$ cat src/rtl/mem_arb_pkg.sv
// Shared types and defaults for the two-port memory bus arbiter.
// Holds the FSM and owner encodings plus the round-robin pick helper.
package mem_arb_pkg;

  typedef enum logic [1:0] {
    IDLE = 2'd0,
    BUSY = 2'd1,
    RESP = 2'd2
  } state_e;

  typedef enum logic {
    FETCH = 1'b0,
    DATA  = 1'b1
  } owner_e;

  localparam int DEF_ADDR_W  = 32;
  localparam int DEF_DATA_W  = 32;
  localparam int DEF_TIMEOUT = 255;
  localparam int WDOG_W      = 8;

  // When both sides ask, the side that was not served last wins.
  function automatic owner_e rr_pick(input logic f_req, input logic d_req,
                                     input owner_e last);
    if (f_req && d_req) return (last == DATA) ? FETCH : DATA;
    return f_req ? FETCH : DATA;
  endfunction

endpackage

$ cat src/rtl/mem_arb_wdog.sv
// Wait counter for an outstanding memory access; flags the cycle in which
// the limit-th consecutive wait is being spent.
module mem_arb_wdog
  import mem_arb_pkg::*;
(
  input  logic              clk,
  input  logic              reset,
  input  logic              clear_i,
  input  logic              enable_i,
  input  logic [WDOG_W-1:0] limit_i,
  output logic              expired_o
);

  logic [WDOG_W-1:0] cnt_q, cnt_d;

  always_comb begin
    cnt_d = cnt_q;
    if (clear_i)       cnt_d = '0;
    else if (enable_i) cnt_d = cnt_q + WDOG_W'(1);
  end

  always_ff @(posedge clk or posedge reset) begin
    if (reset) cnt_q <= '0;
    else       cnt_q <= cnt_d;
  end

  assign expired_o = (cnt_q == limit_i - WDOG_W'(1));

endmodule

$ cat src/rtl/mem_bus_arbiter.sv
// Round-robin arbiter sharing one memory port between an instruction-fetch
// side and a data side, with one outstanding transaction and an ack timeout.
module mem_bus_arbiter
  import mem_arb_pkg::*;
#(
  parameter int ADDR_W  = DEF_ADDR_W,
  parameter int DATA_W  = DEF_DATA_W,
  parameter int TIMEOUT = DEF_TIMEOUT
) (
  input  logic              clk,
  input  logic              reset,
  input  logic              i_req,
  input  logic [ADDR_W-1:0] i_addr,
  output logic              i_gnt,
  output logic              i_rvalid,
  output logic [DATA_W-1:0] i_rdata,
  output logic              i_err,
  input  logic              d_req,
  input  logic              d_we,
  input  logic [ADDR_W-1:0] d_addr,
  input  logic [DATA_W-1:0] d_wdata,
  output logic              d_gnt,
  output logic              d_rvalid,
  output logic [DATA_W-1:0] d_rdata,
  output logic              d_err,
  output logic              mem_req,
  output logic              mem_we,
  output logic [ADDR_W-1:0] mem_addr,
  output logic [DATA_W-1:0] mem_wdata,
  input  logic              mem_ack,
  input  logic [DATA_W-1:0] mem_rdata,
  output state_e            dbg_state_o
);

  localparam logic [WDOG_W-1:0] TO_LIMIT = WDOG_W'(TIMEOUT);

  // Requesters present req with stable fields until their gnt; the gnt pulse
  // marks the request as consumed, and rvalid later closes it out.
  state_e            state_q, state_d;
  owner_e            owner_q, owner_d, last_q, last_d, winner;
  logic              first_q, first_d, we_q, we_d, err_q, err_d;
  logic [ADDR_W-1:0] addr_q, addr_d;
  logic [DATA_W-1:0] wdata_q, wdata_d, i_rdata_q, i_rdata_d, d_rdata_q, d_rdata_d;
  logic [DATA_W-1:0] resp_data;
  logic              wd_clear, wd_en, wd_expired;

  mem_arb_wdog u_wdog (
    .clk       (clk),
    .reset     (reset),
    .clear_i   (wd_clear),
    .enable_i  (wd_en),
    .limit_i   (TO_LIMIT),
    .expired_o (wd_expired)
  );

  always_comb begin
    state_d   = state_q;
    owner_d   = owner_q;
    last_d    = last_q;
    first_d   = 1'b0;
    we_d      = we_q;
    addr_d    = addr_q;
    wdata_d   = wdata_q;
    err_d     = err_q;
    i_rdata_d = i_rdata_q;
    d_rdata_d = d_rdata_q;
    resp_data = '0;
    wd_clear  = 1'b0;
    wd_en     = 1'b0;
    winner    = rr_pick(i_req, d_req, last_q);
    unique case (state_q)
      IDLE: begin
        if (i_req || d_req) begin
          owner_d = winner;
          if (winner == FETCH) begin
            we_d    = 1'b0;
            addr_d  = i_addr;
            wdata_d = '0;
          end else begin
            we_d    = d_we;
            addr_d  = d_addr;
            wdata_d = d_wdata;
          end
          first_d  = 1'b1;
          wd_clear = 1'b1;
          state_d  = BUSY;
        end
      end
      BUSY: begin
        // An ack in the same cycle as expiry still completes cleanly.
        if (mem_ack || wd_expired) begin
          state_d   = RESP;
          err_d     = !mem_ack;
          resp_data = (mem_ack && !we_q) ? mem_rdata : '0;
          if (owner_q == FETCH) i_rdata_d = resp_data;
          else                  d_rdata_d = resp_data;
        end else begin
          wd_en = 1'b1;
        end
      end
      RESP: begin
        state_d = IDLE;
        last_d  = owner_q;
      end
      default: state_d = IDLE;
    endcase
  end

  always_ff @(posedge clk or posedge reset) begin
    if (reset) begin
      state_q   <= IDLE;
      owner_q   <= DATA;
      last_q    <= DATA;
      first_q   <= 1'b0;
      we_q      <= 1'b0;
      addr_q    <= '0;
      wdata_q   <= '0;
      err_q     <= 1'b0;
      i_rdata_q <= '0;
      d_rdata_q <= '0;
    end else begin
      state_q   <= state_d;
      owner_q   <= owner_d;
      last_q    <= last_d;
      first_q   <= first_d;
      we_q      <= we_d;
      addr_q    <= addr_d;
      wdata_q   <= wdata_d;
      err_q     <= err_d;
      i_rdata_q <= i_rdata_d;
      d_rdata_q <= d_rdata_d;
    end
  end

  assign mem_req     = (state_q == BUSY);
  assign mem_we      = mem_req && we_q;
  assign mem_addr    = addr_q;
  assign mem_wdata   = wdata_q;
  assign i_gnt       = mem_req && first_q && (owner_q == FETCH);
  assign d_gnt       = mem_req && first_q && (owner_q == DATA);
  assign i_rvalid    = (state_q == RESP) && (owner_q == FETCH);
  assign d_rvalid    = (state_q == RESP) && (owner_q == DATA);
  assign i_err       = i_rvalid && err_q;
  assign d_err       = d_rvalid && err_q;
  assign i_rdata     = i_rdata_q;
  assign d_rdata     = d_rdata_q;
  assign dbg_state_o = state_q;

endmodule

$ cat config.mk
export PLATFORM = sky130hd
export DESIGN_NAME = mem_bus_arbiter
export DESIGN_NICKNAME = d
export VERILOG_FILES = /design/src/rtl/mem_arb_pkg.sv /design/src/rtl/mem_arb_wdog.sv /design/src/rtl/mem_bus_arbiter.sv
export SDC_FILE = /design/constraint.sdc
export NUM_CORES = 1
export LEC_CHECK = 0
export BUFFER_PORTS_ARGS = -buffer_cell sky130_fd_sc_hd__buf_4
export CAP_MARGIN = 40
export CORE_MARGIN = 3
export CORE_UTILIZATION = 35
export DETAILED_ROUTE_END_ITERATION = 7
export PLACE_DENSITY = 0.62
export SYNTH_ARGS = -nofsm -noshare
export SYNTH_HDL_FRONTEND = slang
export SYNTH_SLANG_ARGS = --single-unit
$ cat constraint.sdc
create_clock -name clk -period 7.1 [get_ports clk]
set_input_delay 1.42 -clock clk [delete_from_list [all_inputs] [get_ports clk]]
set_output_delay 1.42 -clock clk [all_outputs]
set_load 0.1 [all_outputs]
==> results.json, run 1 <==
{
  "synth_edf_count": 0,
  "grt_max_degree": 102,
  "fin_tns_setup_ns": 0,
  "synth_warnings": 0,
  "rr_endpoint": "mem_wdata[30]",
  "period_share_pct": 48.16,
  "fin_skew_ns": 0.008484,
  "clock_latency_ns": 0.41,
  "antenna_cells": 0,
  "drc": 0,
  "die_w_um": 134.5,
  "maxSlewViolCount": 0,
  "multi_input_area_um2": 1919,
  "finalSetupViolCount": 0,
  "fmax_mhz": 292.5,
  "utilization_pct": 53.06,
  "detailed_place_hpwl_mm": 12.02,
  "cts_tree": "built",
  "drt-total-wl_mm": 16.59,
  "rows": 46,
  "r2r-start": "last_q",
  "wl_per_cell_um": 17.86,
  "met1_length_mm": 6.717,
  "startpoint_type": "flip-flop",
  "htreeDepth": 4,
  "wl_met3_mm": 1.702,
  "viasPerCell": 4.935,
  "clk_pin_slew_worst_paths_ns": 0.06,
  "crit_type": "reg -> out",
  "rrSetupSlack_ns": 5.04,
  "syn_avg_cell_area_um2": 13.25,
  "dr.pass1.iters": 6,
  "vias": 4585,
  "postCtsSetupRepairBufs": 0,
  "cts_made_buffers": 17,
  "synth_top_area_share_pct": 61.07,
  "worstPathRequired_ns": 5.68,
  "ctsResizeCount": 0,
  "final_antenna_net_count": 0,
  "dieArea_um2": 18090,
  "regArea_um2": 3581,
  "die_h_um": 134.5,
  "relSlewSlack_pct": 39.53,
  "drtIter0Drc": 195,
  "synth_area_leaders": "dfrtp_1, a22o_1, mux2i_1, buf_6, o21ai_0",
  "syn_area_um2": 5778,
  "fin_crit_ns": 3.419,
  "grt_overflow_total": 0,
  "grt_pass1_wl_mm": 25.75,
  "final_hold_viol_count": 0,
  "grt_usage_pct": 18.27,
  "initial_utilization_pct": 36.11,
  "worstPathArrival_ns": 2.00,
  "post-place-cells": 897,
  "endpoint_kind": "primary output",
  "drive_gt1_share_pct": 46.00,
  "worst_pin_slew_ns": 0.9070,
  "clock-sinks": 143,
  "grt_pass1_vias": 4671,
  "n_fill_cell": 1426,
  "final_cells": 929,
  "postSynth.asyncResetShare_pct": 100.0,
  "outcome": "complete, no violations",
  "drv_cap": 0,
  "portBuffers": 271,
  "crit_start": "dbg_state_o[1]",
  "final_nets": 836,
  "yosysSeqAreaShare_pct": 61.97,
  "highest_layer": "met4",
  "cts_max_path_buffers": 2,
  "crit_fanout": 7,
  "synth_top_flop_cell": "dfrtp_1",
  "synthCells": 436,
  "syn_to_final_growth_pct": 46.93,
  "synth_top_area_cell": "dfrtp_1",
  "core_um2": 16000,
  "r2r_cells": 5,
  "syn_nets": 572,
  "antenna_found_initial": 0,
  "endpoint": "i_gnt",
  "cts_root_buf": "clkbuf_16",
  "synth.distinct_cells": 35,
  "met2_length_mm": 7.866,
  "rsz0062_at_grt": "no",
  "cts_hold_buf": 0,
  "io-pin-count": 272,
  "ys_seq_elements": 143,
  "hold_class": "reg -> reg",
  "place.gp.congestion": 0.7311
}
-- metrics by stage --
stage	setup slack [ns]	instance area, µm²	hold slack, ns
2_1_floorplan	1.845	5778	0.4692
4_1_cts	3.637	8489	0.4857
6_report	3.681	8489	0.4790
3_5_place_dp	3.821	7881	0.4715
5_1_grt	3.513	8489	0.5128
3_3_place_gp	3.907	7881	0.4648
-- state kept, by name, indices dropped and copies added (netlist names), 2 cells and up --
name / cells
d_rdata: 32
i_rdata: 32
mem_addr: 32
mem_wdata: 32
u_wdog.cnt_q: 8
dbg_state_o: 2
-- Yosys cell counts (7+ instances only) --
library cell,instances
nand2_1,35
o21ai_0,34
dfrtp_1,141
a22o_1,97
mux2i_1,32
nand3_1,7
clkbuf_1,10
buf_6,17
-- logic make-up after synthesis --
kind of cell	count (synthesis)	synth area share (%)
flops	143	61.97
simple gates	75	7.189
mux	32	5.544
compound gates	145	19.79
fa+ha+maj	2	0.4330
buf+inv	39	5.067
-- critical path, stage by stage (launching register included) --
cell     delay, ns
dfrtp_1       0.42
nor2b_1       0.61
nand2_1       0.15
nor2_1        0.12
buf_4         0.30
-- final cells by class --
| class | count | area share, % |
|---|---|---|
| flip-flops and latches | 143 | 42.18 |
| repair buffers | 277 | 24.50 |
| multi-input cells | 254 | 22.61 |
| clock buffers | 18 | 5.173 |
| well taps | 216 | 3.183 |
| clock inverters | 14 | 1.990 |
| inverters | 7 | 0.3685 |
-- routing by layer --
layer	global-route usage, %	up-vias
met5	0	-
met4	6.731	0
met3	6.483	20
met2	29.08	226
met1	23.12	2204
li1	-	2135
-- cells in the final DEF, fill, tap and decap left out, types with 2 or more instances in the layout --
cell        instances
mux2i_1            32
and3_1              4
dfrtp_1           141
o21ai_0            34
clkinvlp_4          3
nor3_1              5
clkinv_4            2
nand2_1            35
o21a_1              2
and2_1              5
nand3_1             7
or2_2               2
nor2_1              5
inv_2               2
inv_1               4
ha_1                2
inv_8               3
a22o_1             97
buf_4             277
clkbuf_16          17
o21ai_4             2
bufinv_16           2
a21o_1              2
nor3_4              2
a211o_1             5
dfstp_2             2
nand3_4             2
inv_6               5
-- worst min-delay path by stage --
stage | to | from | cells after the start | slack, ns
finish | mem_addr[6] | mem_addr[6] | 2 | 0.48
global route | i_rdata[6] | i_rdata[6] | 1 | 0.51
CTS | mem_addr[4] | mem_addr[4] | 2 | 0.49
detailed placement | mem_addr[4] | mem_addr[4] | 2 | 0.47
global placement | mem_addr[11] | mem_addr[11] | 2 | 0.46
floorplan | err_q | err_q | 1 | 0.47
Power of run 1 is not shown: default switching activity piles up to over one toggle a cycle in this logic, so the estimate is an artifact.
==> run 2: changes to the inputs <==
==> constraint.sdc (replaced) <==
create_clock -name clk -period 3.3 [get_ports clk]
set_input_delay 0.66 -clock clk [delete_from_list [all_inputs] [get_ports clk]]
set_output_delay 0.66 -clock clk [all_outputs]
set_load 0.1 [all_outputs]
==> run 2 against run 1 <==
  * Register-to-register slack worse by 3.7 ns
  * Utilization up 0.078 points
  * Non-clock buffer count up 2
  * Via count up 0.96%
  * Flip-flop and latch count unchanged
  * Count of clock-buffer cells in the layout up 2
  * Clock skew up 0.00085 ns
  * Global-route usage up 0.16 points
  * Sequential share of layout area down 0.062 points
  * Wire length up 0.71%
==> results.json, run 2 (synthesis results as in run 1) <==
{
  "outcome": "complete, no violations",
  "drc": 0,
  "finalSetupViolCount": 0,
  "cts_hold_buf": 0,
  "startpoint_type": "flip-flop",
  "final_nets": 838,
  "dieArea_um2": 18090,
  "fin_crit_ns": 2.452,
  "maxSlewViolCount": 0,
  "antenna_cells": 0,
  "cts_made_buffers": 17,
  "cts_max_path_buffers": 2,
  "placed_area_um2": 7913,
  "final_cell_mix": "buf_4, dfrtp_1, a22o_1, nand2_1, o21ai_0",
  "worst_slack_ns": 0.8478,
  "core_um2": 16000,
  "crit_type": "reg -> out",
  "htreeDepth": 4,
  "vias": 4629,
  "worstPathRequired_ns": 2.64,
  "cts_tree": "built",
  "drt-total-wl_mm": 16.71,
  "worstPathArrival_ns": 1.79,
  "cts_root_buf": "clkbuf_16",
  "clock-sinks": 143,
  "endpoint_kind": "primary output",
  "mostFrequentLayoutCell": "buf_4",
  "rows": 46,
  "die_w_um": 134.5,
  "pre_cts_slack_ns": 1.256,
  "crit_fanout": 6,
  "viasPerCell": 4.972,
  "antenna_found_initial": 0,
  "grt_pass1_wl_mm": 26.30,
  "detailed_place_hpwl_mm": 11.96,
  "drtIter0Drc": 221,
  "dr.pass1.iters": 4,
  "final_hold_viol_count": 0,
  "rsz0062_at_grt": "no",
  "die_h_um": 134.5,
  "portBuffers": 271,
  "final_antenna_net_count": 0,
  "grt_overflow_total": 0,
  "drive_gt1_share_pct": 46.29,
  "postCtsSetupRepairBufs": 0,
  "initial_utilization_pct": 36.11,
  "grt_pass1_vias": 4852,
  "relSlewSlack_pct": 45.72,
  "syn_to_final_growth_pct": 47.14,
  "clock_latency_ns": 0.41,
  "grt_usage_pct": 18.42,
  "hold_class": "in -> async",
  "grt_max_degree": 144,
  "clk_pin_slew_worst_paths_ns": 0.06,
  "io-pin-count": 272,
  "utilization_pct": 53.14,
  "ctsResizeCount": 0,
  "place.gp.congestion": 0.7856,
  "drv_cap": 0,
  "fin_tns_setup_ns": 0,
  "final_cell_area_um2": 8502,
  "fin_skew_ns": 0.009332,
  "wl_per_cell_um": 17.95,
  "period_share_pct": 74.31,
  "n_fill_cell": 1448,
  "fmax_mhz": 407.8,
  "rrSetupSlack_ns": 1.39,
  "worst_pin_slew_ns": 0.8142
}
-- run 2: critical path, stage by stage (launching register included) --
cell,delay [ns]
dfstp_2,0.64
inv_2,0.11
nor2_1,0.19
and2_1,0.16
buf_4,0.29
-- run 2: layer usage --
metal	GRT usage [%]	up-vias	part of all wire [%]
met4	5.430	0	1.6
met1	22.77	2254	39
li1	-	2142	-
met3	8.271	15	11
met2	29.30	218	48
met5	0	-	0
-- run 2: through the flow --
step	hold slack, ns	cells
global route	0.4424	931
detailed placement	0.4724	899
CTS	0.4437	931
global placement	0.4659	899
floorplan	0.4692	436
finish	0.4260	931
-- run 2: cell type report --
type                    instances  area (µm²)  share of cell area, %
clock inverters                12       132.6                  1.560
clock buffers                  20       456.7                  5.372
multi-input cells             254        1924                  22.63
well taps                     216       270.3                  3.179
inverters                       7       30.03                 0.3532
repair buffers                279        2107                  24.78
flip-flops and latches        143        3581                  42.12
-- run 2: final timing paths --
kind | endpoint | from | cells after the start
setup / recovery | d_err | owner_q | 4
hold / removal | d_rdata[5] | reset | 3
setup reg to reg | u_wdog.cnt_q[4] | u_wdog.cnt_q[0] | 6
hold reg to reg | mem_addr[1] | mem_addr[1] | 2
max in group asynchronous | mem_wdata[12] | reset | 3
min in group clk | mem_wdata[15] | d_wdata[15] | 2
Power of run 2 is left out for the same reason.
